<file path="src/rtl/clint_pkg.sv">
// Shared definitions for the core-local interrupt controller: CSR addresses,
// mcause codes, mstatus bit positions, FSM state encoding and mstatus update helpers.
package clint_pkg;

  typedef enum logic [2:0] {
    ST_IDLE         = 3'd0,
    ST_SAVE_MEPC    = 3'd1,
    ST_SAVE_MCAUSE  = 3'd2,
    ST_SAVE_MSTATUS = 3'd3,
    ST_MRET_MSTATUS = 3'd4,
    ST_JUMP         = 3'd5
  } state_t;

  localparam logic [11:0] CSR_MSTATUS = 12'h300;
  localparam logic [11:0] CSR_MEPC    = 12'h341;
  localparam logic [11:0] CSR_MCAUSE  = 12'h342;

  localparam logic [31:0] CAUSE_ECALL  = 32'd11;
  localparam logic [31:0] CAUSE_EBREAK = 32'd3;
  localparam logic [31:0] CAUSE_IRQ    = 32'h8000_000B;
  localparam logic [31:0] CAUSE_TIMER  = 32'h8000_0007;

  localparam int MIE_BIT  = 3;
  localparam int MPIE_BIT = 7;

  // Trap entry: stash MIE into MPIE and disable interrupts.
  function automatic logic [31:0] mstatus_on_trap(input logic [31:0] m);
    logic [31:0] r;
    r           = m;
    r[MPIE_BIT] = m[MIE_BIT];
    r[MIE_BIT]  = 1'b0;
    return r;
  endfunction

  function automatic logic [31:0] mstatus_on_mret(input logic [31:0] m);
    logic [31:0] r;
    r           = m;
    r[MIE_BIT]  = m[MPIE_BIT];
    r[MPIE_BIT] = 1'b1;
    return r;
  endfunction

endpackage

</file>
<file path="src/rtl/clint_if.sv">
// Connection bundle between the pipeline/CSR file (master) and the clint (slave).
interface clint_if;

  logic [31:0] instAddr;
  logic        ecall;
  logic        ebreak;
  logic        mret;
  logic        irq;
  logic [31:0] mtvec;
  logic [31:0] mepc;
  logic [31:0] mstatus;
  logic        clintWriteEn;
  logic [11:0] clintAddr;
  logic [31:0] clintWriteData;
  logic        holdEn;
  logic        jumpEn;
  logic [31:0] jumpAddr;

  modport master (
    output instAddr, ecall, ebreak, mret, irq, mtvec, mepc, mstatus,
    input  clintWriteEn, clintAddr, clintWriteData, holdEn, jumpEn, jumpAddr
  );

  modport slave (
    input  instAddr, ecall, ebreak, mret, irq, mtvec, mepc, mstatus,
    output clintWriteEn, clintAddr, clintWriteData, holdEn, jumpEn, jumpAddr
  );

endinterface

</file>
<file path="src/rtl/clint_timer.sv">
// Free-running timer for the clint: counts 0..TIMER_PERIOD-1 and raises a
// pending flag on every wrap, held until the timer trap is taken.
module clint_timer #(
  parameter logic [31:0] TIMER_PERIOD = 32'd100000
) (
  input  logic clk,
  input  logic rstn,
  input  logic take,
  output logic pending
);

  logic [31:0] count;
  logic        wrap;

  assign wrap = (count == TIMER_PERIOD - 32'd1);

  always_ff @(posedge clk or negedge rstn) begin
    if (!rstn) begin
      count   <= 32'd0;
      pending <= 1'b0;
    end else begin
      count <= wrap ? 32'd0 : count + 32'd1;
      // A fresh wrap wins over a same-cycle acknowledge so no request is lost.
      if (wrap)
        pending <= 1'b1;
      else if (take)
        pending <= 1'b0;
    end
  end

endmodule

</file>
<file path="src/rtl/clint.sv">
// Core-local interrupt/trap controller: sequences mepc/mcause/mstatus writes and
// redirects the PC on traps and mret. Optional timer source enabled by CLINT_TIMER_EN.
module clint
  import clint_pkg::*;
#(
  parameter logic [31:0] TIMER_PERIOD = 32'd100000
) (
  input  logic    clk,
  input  logic    rstn,
  clint_if.slave  bus
);

  state_t      state;
  state_t      state_nxt;
  logic [31:0] saved_pc;
  logic [31:0] saved_cause;
  logic        is_mret;

  logic        idle;
  logic        mie;
  logic        take_irq;
  logic        take_timer;
  logic        mret_req;
  logic        trap_req;
  logic        trigger;
  logic [31:0] cause;
  logic        timer_pending;

`ifdef CLINT_TIMER_EN
  logic timer_take;

  assign timer_take = idle & ~bus.ecall & ~bus.ebreak & ~bus.mret & ~take_irq & take_timer;

  clint_timer #(.TIMER_PERIOD(TIMER_PERIOD)) u_timer (
    .clk     (clk),
    .rstn    (rstn),
    .take    (timer_take),
    .pending (timer_pending)
  );
`else
  assign timer_pending = 1'b0 & (TIMER_PERIOD == 32'd0);
`endif

  assign idle       = (state == ST_IDLE);
  assign mie        = bus.mstatus[MIE_BIT];
  assign take_irq   = bus.irq & mie;
  assign take_timer = timer_pending & mie;

  // Priority ecall > ebreak > mret > irq > timer.
  assign mret_req = ~bus.ecall & ~bus.ebreak & bus.mret;
  assign trap_req = bus.ecall | bus.ebreak | (~bus.mret & (take_irq | take_timer));
  assign trigger  = idle & (trap_req | mret_req);

  always_comb begin
    cause = CAUSE_TIMER;
    if (bus.ecall)       cause = CAUSE_ECALL;
    else if (bus.ebreak) cause = CAUSE_EBREAK;
    else if (take_irq)   cause = CAUSE_IRQ;
  end

  always_ff @(posedge clk or negedge rstn) begin
    if (!rstn) begin
      state       <= ST_IDLE;
      saved_pc    <= 32'd0;
      saved_cause <= 32'd0;
      is_mret     <= 1'b0;
    end else begin
      state <= state_nxt;
      if (trigger) begin
        is_mret <= ~trap_req;
        if (trap_req) begin
          saved_pc    <= bus.instAddr;
          saved_cause <= cause;
        end
      end
    end
  end

  always_comb begin
    state_nxt = state;
    case (state)
      ST_IDLE: begin
        if (trap_req)      state_nxt = ST_SAVE_MEPC;
        else if (mret_req) state_nxt = ST_MRET_MSTATUS;
      end
      ST_SAVE_MEPC:    state_nxt = ST_SAVE_MCAUSE;
      ST_SAVE_MCAUSE:  state_nxt = ST_SAVE_MSTATUS;
      ST_SAVE_MSTATUS: state_nxt = ST_JUMP;
      ST_MRET_MSTATUS: state_nxt = ST_JUMP;
      ST_JUMP:         state_nxt = ST_IDLE;
      default:         state_nxt = ST_IDLE;
    endcase
  end

  always_comb begin
    bus.clintWriteEn   = 1'b0;
    bus.clintAddr      = 12'd0;
    bus.clintWriteData = 32'd0;
    bus.jumpEn         = 1'b0;
    bus.jumpAddr       = 32'd0;
    bus.holdEn         = ~idle | trigger;
    case (state)
      ST_SAVE_MEPC: begin
        bus.clintWriteEn   = 1'b1;
        bus.clintAddr      = CSR_MEPC;
        bus.clintWriteData = saved_pc;
      end
      ST_SAVE_MCAUSE: begin
        bus.clintWriteEn   = 1'b1;
        bus.clintAddr      = CSR_MCAUSE;
        bus.clintWriteData = saved_cause;
      end
      ST_SAVE_MSTATUS: begin
        bus.clintWriteEn   = 1'b1;
        bus.clintAddr      = CSR_MSTATUS;
        bus.clintWriteData = mstatus_on_trap(bus.mstatus);
      end
      ST_MRET_MSTATUS: begin
        bus.clintWriteEn   = 1'b1;
        bus.clintAddr      = CSR_MSTATUS;
        bus.clintWriteData = mstatus_on_mret(bus.mstatus);
      end
      ST_JUMP: begin
        bus.jumpEn   = 1'b1;
        // Direct mode only: mode bits of mtvec are dropped.
        bus.jumpAddr = is_mret ? bus.mepc : (bus.mtvec & 32'hFFFF_FFFC);
      end
      default: ;
    endcase
  end

endmodule

</file>
<file path="src/flat_wrapper.sv">
// flat-port wrapper written by rule: the top's interface ports become plain ports
module clint_flat import clint_pkg::*;
#(
  parameter logic [31:0] TIMER_PERIOD = 32'd100000
)
  (clk, rstn, bus_instAddr, bus_ecall, bus_ebreak, bus_mret, bus_irq, bus_mtvec, bus_mepc, bus_mstatus, bus_clintWriteEn, bus_clintAddr, bus_clintWriteData, bus_holdEn, bus_jumpEn, bus_jumpAddr);
  clint_if bus_i ();
  input  logic clk;
  input  logic rstn;
  input wire logic [$bits(bus_i.instAddr)-1:0] bus_instAddr;
  input wire logic [$bits(bus_i.ecall)-1:0] bus_ecall;
  input wire logic [$bits(bus_i.ebreak)-1:0] bus_ebreak;
  input wire logic [$bits(bus_i.mret)-1:0] bus_mret;
  input wire logic [$bits(bus_i.irq)-1:0] bus_irq;
  input wire logic [$bits(bus_i.mtvec)-1:0] bus_mtvec;
  input wire logic [$bits(bus_i.mepc)-1:0] bus_mepc;
  input wire logic [$bits(bus_i.mstatus)-1:0] bus_mstatus;
  output wire logic [$bits(bus_i.clintWriteEn)-1:0] bus_clintWriteEn;
  output wire logic [$bits(bus_i.clintAddr)-1:0] bus_clintAddr;
  output wire logic [$bits(bus_i.clintWriteData)-1:0] bus_clintWriteData;
  output wire logic [$bits(bus_i.holdEn)-1:0] bus_holdEn;
  output wire logic [$bits(bus_i.jumpEn)-1:0] bus_jumpEn;
  output wire logic [$bits(bus_i.jumpAddr)-1:0] bus_jumpAddr;
  assign bus_i.instAddr = bus_instAddr;
  assign bus_i.ecall = bus_ecall;
  assign bus_i.ebreak = bus_ebreak;
  assign bus_i.mret = bus_mret;
  assign bus_i.irq = bus_irq;
  assign bus_i.mtvec = bus_mtvec;
  assign bus_i.mepc = bus_mepc;
  assign bus_i.mstatus = bus_mstatus;
  assign bus_clintWriteEn = bus_i.clintWriteEn;
  assign bus_clintAddr = bus_i.clintAddr;
  assign bus_clintWriteData = bus_i.clintWriteData;
  assign bus_holdEn = bus_i.holdEn;
  assign bus_jumpEn = bus_i.jumpEn;
  assign bus_jumpAddr = bus_i.jumpAddr;
  clint #(.TIMER_PERIOD(TIMER_PERIOD)) u_core (.clk(clk), .rstn(rstn), .bus(bus_i));
endmodule
</file>
<file path="config.mk">
export PLATFORM = sky130hd
export DESIGN_NAME = clint_flat
export DESIGN_NICKNAME = d
export VERILOG_FILES = /design/src/rtl/clint_pkg.sv /design/src/rtl/clint_if.sv /design/src/rtl/clint_timer.sv /design/src/rtl/clint.sv /design/src/flat_wrapper.sv
export SDC_FILE = /design/constraint.sdc
export NUM_CORES = 1
export LEC_CHECK = 0
export ABC_CLOCK_PERIOD_IN_PS = 2600
export BUFFER_PORTS_ARGS = -buffer_cell sky130_fd_sc_hd__buf_2
export CAP_MARGIN = 20
export CORE_ASPECT_RATIO = 0.75
export CORE_UTILIZATION = 30
export CTS_CLUSTER_DIAMETER = 150
export DETAILED_ROUTE_END_ITERATION = 12
export GPL_ROUTABILITY_DRIVEN = 0
export GPL_TIMING_DRIVEN = 0
export SETUP_SLACK_MARGIN = 0.02
export SLEW_MARGIN = 30
export SYNTH_ARGS = -nofsm -noshare
export SYNTH_HDL_FRONTEND = slang
export SYNTH_SLANG_ARGS = --single-unit
</file>
<file path="constraint.sdc">
create_clock -name clk -period 2.6 [get_ports clk]
set_input_delay 0 -clock clk [delete_from_list [all_inputs] [get_ports clk]]
set_output_delay 0 -clock clk [all_outputs]
set_load 0.02 [all_outputs]
</file>
==> results of run 1 <==
cells in the mapped netlist:
master	number
a21o_1	1
a21oi_1	1
a21oi_4	1
a22o_1	28
a22oi_1	2
a2bb2oi_1	1
and3_1	2
buf_1	1
buf_2	6
buf_4	9
buf_6	3
clkbuf_1	9
conb_1	1
dfrtp_1	40
inv_1	2
mux2_2	33
mux2i_1	33
nand2_1	7
nand2_2	1
nand2b_1	1
nand3b_1	5
nand4b_1	1
nor2_1	32
nor2b_1	5
nor3_1	1
nor3b_1	2
o211ai_1	2
o21ai_0	3
o22a_1	1
o2bb2ai_1	1
o31ai_1	1
o32a_1	1
or2_2	3
or3_4	1
or3b_2	1
xnor2_1	2
worst reg2reg max path, cell delays in order (launching register included):
cell,delay (ns)
dfrtp_1,0.35
buf_2,0.17
or3_4,0.38
a21oi_4,0.36
buf_6,0.22
mux2_2,0.35
stage by stage:
stage	power (mW)	hold slack [ns]
floorplan	3.16	-0.296
global placement	3.99	0.185
detailed placement	4.04	0.189
CTS	4.67	0.0435
global route	4.95	0.0720
finish	4.64	0.0498
placed cells by master, fill, tap and decap left out, types with 2 or more instances in the layout:
cell type	Yosys	final
o211ai_1	2	2
or2_2	3	3
conb_1	1	7
nand2_1	7	7
buf_2	6	208
clkbuf_16	0	5
a22o_1	28	28
xnor2_1	2	2
dfrtp_1	40	40
inv_1	2	2
nand3b_1	5	5
nor2b_1	5	5
a22oi_1	2	2
mux2_2	33	33
clkbuf_1	9	10
buf_6	3	3
o21ai_0	3	3
dlygate4sd3_1	0	34
buf_4	9	10
and3_1	2	2
nor2_1	32	32
mux2i_1	33	33
nor3b_1	2	2
final cells by class:
cell class / count / area [um^2] / area share
multi-input combinational: 180 / 1420 / 0.336
clock buffer: 6 / 129 / 0.0306
inverter: 2 / 7.51 / 0.00178
tap: 105 / 131 / 0.0311
buffer: 28 / 169 / 0.0400
clock inverter: 1 / 5.00 / 0.00119
sequential: 40 / 1000 / 0.237
timing repair buffer: 237 / 1360 / 0.322
state kept, by name, summed over array words and instances, names as in the netlist:
register,flops
u_core.state,3
u_core.saved_cause,4
u_core.is_mret,1
u_core.saved_pc,32
timing repair:
action / CTS / global route
hold buffers: 34 / 0
endpoints found under the hold margin: 73 / 0
buffers inserted: 0 / 0
gates resized for setup: 0 / 0
per-layer routing:
layer	routed length, um	global-route usage	up-vias
met3	415	0.0361	11
li1	-	-	1361
met4	104	0.0405	0
met1	3730	0.230	1277
met2	4320	0.321	84
met5	0	0	-
cells by family (layout without fill, tap and decap cells):
group | after synthesis | count (layout) | synth area share
and+or+nand+nor | 62 | 62 | 0.120
DFF | 40 | 40 | 0.389
xor gates and xnor gates | 2 | 2 | 0.00681
muxes | 66 | 66 | 0.273
AOI/OAI and AO/OA | 43 | 43 | 0.141
other | 1 | 7 | 0.00146
buffers and inverters | 30 | 274 | 0.0686
power by group through the flow:
stage	Clock, mW	Sequential (mW)	Combinational, mW
finish	0.569	1.10	2.96
global route	0.624	1.14	3.19
CTS	0.592	1.10	2.98
detailed placement	0	1.10	2.93
global placement	0	1.10	2.89
floorplan	0	1.05	2.12
how the worst min path moves through the flow:
stage	from	end	slack [ns]	cells past startpoint
after detailed placement	rstn	u_core.saved_pc[9]	0.19	1
after floorplan	rstn	u_core.is_mret	-0.30	0
after global routing	bus_ebreak	u_core.saved_cause[3]	0.07	3
after CTS	bus_ebreak	u_core.saved_cause[3]	0.04	3
after global placement	rstn	u_core.saved_pc[9]	0.19	1
final	bus_ebreak	u_core.saved_cause[3]	0.05	3
==> impl_metrics.env, run 1 <==
export IMPL_status="finished, final reports clean"
export IMPL_cp_required_ns=2.60
export IMPL_setup_viol=0
export IMPL_cp_end_kind="output pin"
export IMPL_yosys_area_top_type="dfrtp_1"
export IMPL_cts_tree="done"
export IMPL_dp_cells=558
export IMPL_numClockSinks=40
export IMPL_yosys_warnings=0
export IMPL_startpoint="u_core.state[2]"
export IMPL_viasPerCell=4.56
export IMPL_ys_seq_elements=40
export IMPL_gr_total_overflow=0
export IMPL_start_util=0.318
export IMPL_grt_pass1_vias=2656
export IMPL_fin_nets=628
export IMPL_dieArea_um2=8950
export IMPL_critPathLaunchType="flip-flop"
export IMPL_grt_pass1_wl_um=12600
export IMPL_area_growth_syn_to_layout_pct=64.0
export IMPL_ant_nets=0
export IMPL_fin_util=0.521
export IMPL_grt_max_degree=41
export IMPL_crit_chain="buf_2 > or3b_2 > nand2_2 > buf_2 > o2bb2ai_1 > buf_2"
export IMPL_root_buffer="clkbuf_16"
export IMPL_vias=2733
export IMPL_fin_cells=599
export IMPL_design_area_um2=4220
export IMPL_cp_arrival_ns=2.10
export IMPL_reg2reg_from="u_core.state[2]"
export IMPL_n_fill_cell=756
export IMPL_p_leak_nw=2.21
export IMPL_hold_violations=0
export IMPL_drive_above_1_share=0.540
export IMPL_ys_seq_area_frac=0.389
export IMPL_cp_depth=6
export IMPL_numPortBuffers=203
export IMPL_first_pass_iters=4
export IMPL_p_switching_mw=2.04
export IMPL_reg2reg_depth=5
export IMPL_drv_slew=0
export IMPL_cts_buffer_depth=2
export IMPL_power_density_nw_per_um2=1100
export IMPL_cts_clk_slew_worst_paths_ns=0.05
export IMPL_syn_inst=244
export IMPL_fin_skew_ns=0.00248
export IMPL_internal_power_mw=2.60
export IMPL_fmax_mhz=476
export IMPL_synth_area_um2=2570
export IMPL_antenna_found_initial=0
export IMPL_rsz0062_at_grt="no"
export IMPL_dpl_worst_slack_ns=0.645
export IMPL_die_x_um=109
export IMPL_crit_family="simple AND/OR/NAND/NOR gates"
export IMPL_clkPwrFrac=0.123
export IMPL_critical_path_class="reg2out"
export IMPL_worst_slack_ns=0.498
export IMPL_path_max_fanout=10
export IMPL_cts_max_level=2
export IMPL_period_needed_ns=2.10
export IMPL_p_comb_frac=0.639
export IMPL_row_count=28
export IMPL_worst_path_buf_inv=3
export IMPL_ys_types=36
export IMPL_finalSetupTns_ns=0
export IMPL_cpMostUsedCell="buf_2"
export IMPL_synthTopCellsByArea="dfrtp_1 (39%), mux2_2 (14%), mux2i_1 (13%), a22o_1 (9.5%), nor2_1 (4.7%)"
export IMPL_r2r_end="u_core.saved_pc[23]"
export IMPL_wl_per_cell_um=14.3
export IMPL_dp_hpwl_um=6630
export IMPL_tightest_slew_ns=0.573
export IMPL_clock_latency_ns=0.27
export IMPL_r2r_slack_ns=0.66
export IMPL_synth_top_area_share=0.389
export IMPL_max_cap_violations=0
export IMPL_dpl_cell_area_um2=3740
export IMPL_n_antenna_cell=0
export IMPL_fin_crit_sh=0.809
export IMPL_netSwitchingFraction=0.439
export IMPL_relSlewSlack=0.618
export IMPL_grt_usage=0.182
export IMPL_hold_class="in2reg"
export IMPL_cpPeakStageDelay_ns=0.51
export IMPL_die_h_um=82.2
export IMPL_core_area_um2=8090
export IMPL_cp_slowest_cell="or3b_2"
export IMPL_synth_avg_cell_area_um2=10.5
export IMPL_ios=213
export IMPL_drt_initial_drc_count=81
export IMPL_drt_wl_total_um=8570
export IMPL_remaining_drc_errors=0
export IMPL_vdd_drop_max_v=0.000500
export IMPL_seqPwrFrac=0.238
export IMPL_crit_path_end="bus_clintWriteData[0]"
export IMPL_numCtsBuffers=5
Power figures use the tool's default switching activity.
==> run 2, diff against run 1 <==
--- a/config.mk
+++ b/config.mk
@@ -5,7 +5,7 @@
 export SDC_FILE = /design/constraint.sdc
 export NUM_CORES = 1
 export LEC_CHECK = 0
-export ABC_CLOCK_PERIOD_IN_PS = 2600
+export ABC_CLOCK_PERIOD_IN_PS = 2100
 export BUFFER_PORTS_ARGS = -buffer_cell sky130_fd_sc_hd__buf_2
 export CAP_MARGIN = 20
 export CORE_ASPECT_RATIO = 0.75
==> constraint.sdc (replaced) <==
create_clock -name clk -period 2.1 [get_ports clk]
set_input_delay 0 -clock clk [delete_from_list [all_inputs] [get_ports clk]]
set_output_delay 0 -clock clk [all_outputs]
set_load 0.02 [all_outputs]
==> run 2 against run 1 <==
Worst hold slack improved by 0.00086 ns. Via count up 0.22%. Non-clock buffer count did not move. Critical path type unchanged. Worst setup slack got worse by 0.38 ns. Clock power increased by 24%. Highest routed layer unchanged.
==> impl_metrics.env, run 2 (synthesis results as in run 1) <==
export IMPL_status="finished, final reports clean"
export IMPL_root_buffer="clkbuf_16"
export IMPL_drt_initial_drc_count=73
export IMPL_path_max_fanout=10
export IMPL_clock_latency_ns=0.27
export IMPL_worst_slack_ns=0.113
export IMPL_dp_cells=558
export IMPL_relSlewSlack=0.618
export IMPL_cts_max_level=2
export IMPL_drive_above_1_share=0.549
export IMPL_numClockSinks=40
export IMPL_reg2reg_depth=5
export IMPL_fin_nets=628
export IMPL_hold_class="in2reg"
export IMPL_cts_post_setup_buffers_inserted=0
export IMPL_vias=2739
export IMPL_cp_end_kind="output pin"
export IMPL_fin_crit_sh=0.946
export IMPL_fin_hold_ws_ns=0.0506
export IMPL_antenna_found_initial=0
export IMPL_final_common_cell="buf_2"
export IMPL_n_antenna_cell=0
export IMPL_numCtsBuffers=5
export IMPL_drv_slew=0
export IMPL_ant_nets=0
export IMPL_dieArea_um2=8950
export IMPL_cts_tree="done"
export IMPL_critical_path_class="reg2out"
export IMPL_area_growth_syn_to_layout_pct=64.6
export IMPL_critPathLaunchType="flip-flop"
export IMPL_vdd_drop_max_v=0.000621
export IMPL_first_pass_iters=4
export IMPL_drt_wl_total_um=8580
export IMPL_remaining_drc_errors=0
export IMPL_final_cell_mix="buf_2 (206), dfrtp_1 (40), dlygate4sd3_1 (34), mux2i_1 (33), mux2_2 (33)"
export IMPL_cp_arrival_ns=1.99
export IMPL_ios=213
export IMPL_fin_skew_ns=0.00257
export IMPL_fmax_mhz=503
export IMPL_dpl_worst_slack_ns=0.145
export IMPL_viasPerCell=4.57
export IMPL_gr_total_overflow=0
export IMPL_tightest_slew_ns=0.573
export IMPL_grt_max_degree=41
export IMPL_cp_required_ns=2.10
export IMPL_r2r_end="u_core.saved_pc[23]"
export IMPL_grt_pass1_wl_um=12600
export IMPL_p_leak_nw=2.22
export IMPL_largest_reg_flops=32
export IMPL_hp_start="bus_ebreak"
export IMPL_max_cap_violations=0
export IMPL_wl_per_cell_um=14.3
export IMPL_r2r_slack_ns=0.15
export IMPL_cts_clk_slew_worst_paths_ns=0.05
export IMPL_regMostFlops="u_core.saved_pc"
export IMPL_core_area_um2=8090
export IMPL_grt_pass1_vias=2656
export IMPL_start_util=0.318
export IMPL_startpoint="u_core.state[2]"
export IMPL_hold_violations=0
export IMPL_grt_usage=0.182
export IMPL_numPortBuffers=203
export IMPL_finalSetupTns_ns=0
export IMPL_setup_viol=0
export IMPL_die_x_um=109
export IMPL_dp_hpwl_um=6630
export IMPL_die_h_um=82.2
export IMPL_row_count=28
export IMPL_fin_cells=599
export IMPL_power_density_nw_per_um2=1360
export IMPL_reg2reg_from="u_core.state[2]"
export IMPL_period_needed_ns=1.99
export IMPL_hold_path_end="u_core.saved_cause[3]"
export IMPL_hold_path_depth=3
export IMPL_cts_buffer_depth=2
export IMPL_top_regs="u_core.saved_pc x32, u_core.saved_cause x4, u_core.state x3"
export IMPL_rsz0062_at_grt="no"
-- run 2: changes by cell type in the layout (fill, tap and decap cells not counted) --
| cell | before | now |
|---|---|---|
| nand2_4 | 0 | 1 |
| buf_2 | 208 | 206 |
| clkbuf_1 | 10 | 6 |
| buf_4 | 10 | 12 |
| nand2_2 | 1 | 0 |
| clkbuf_2 | 0 | 4 |
-- run 2: how the worst max path moves through the flow --
| stage | end | cells after the start |
|---|---|---|
| global route | bus_clintWriteData[0] | 6 |
| detailed placement | u_core.saved_pc[23] | 5 |
| floorplan | u_core.saved_pc[10] | 5 |
| CTS | bus_clintWriteData[0] | 6 |
| global placement | u_core.saved_pc[4] | 5 |
| finish | bus_clintWriteData[0] | 6 |
-- run 2: routing by layer --
metal | part of all wire | GRT usage
met1 | 0.43 | 0.230
met2 | 0.50 | 0.321
met3 | 0.050 | 0.0361
met4 | 0.012 | 0.0405
met5 | 0 | 0
-- run 2: critical path, cell delays in order (launching register included) --
cell and delay, ns:
dfrtp_1 0.31, buf_2 0.19, or3b_2 0.52, nand2_4 0.17, buf_4 0.20, o2bb2ai_1 0.13
buf_2 0.20
-- run 2: timing repair --
action,4_1_cts,5_1_grt
resized for setup,2,9
setup endpoints to repair,12,53
hold buffers,34,0
hold endpoints to repair,73,0
-- run 2: stage by stage --
| step | instance area (um^2) | power [mW] | utilization |
|---|---|---|---|
| floorplan | 2590 | 3.92 | - |
| global placement | 3740 | 4.94 | 0.462 |
| detailed placement | 3740 | 5.00 | 0.462 |
| CTS | 4220 | 5.80 | 0.521 |
| global route | 4230 | 6.17 | 0.523 |
| finish | 4230 | 5.77 | 0.523 |
-- run 2: cell type report --
type,count,area [um^2]
multi-input combinational,180,1420
buffer,28,179
fill,759,3860
timing repair buffer,237,1360
clock buffer,6,129
inverter,2,7.51
tap,105,131
clock inverter,1,5.00
sequential,40,1000
-- run 2: power by group --
group          switching [mW]  internal [mW]
clock network           0.273          0.431
logic                    2.04           1.66
registers               0.215           1.15
total                    2.53           3.25
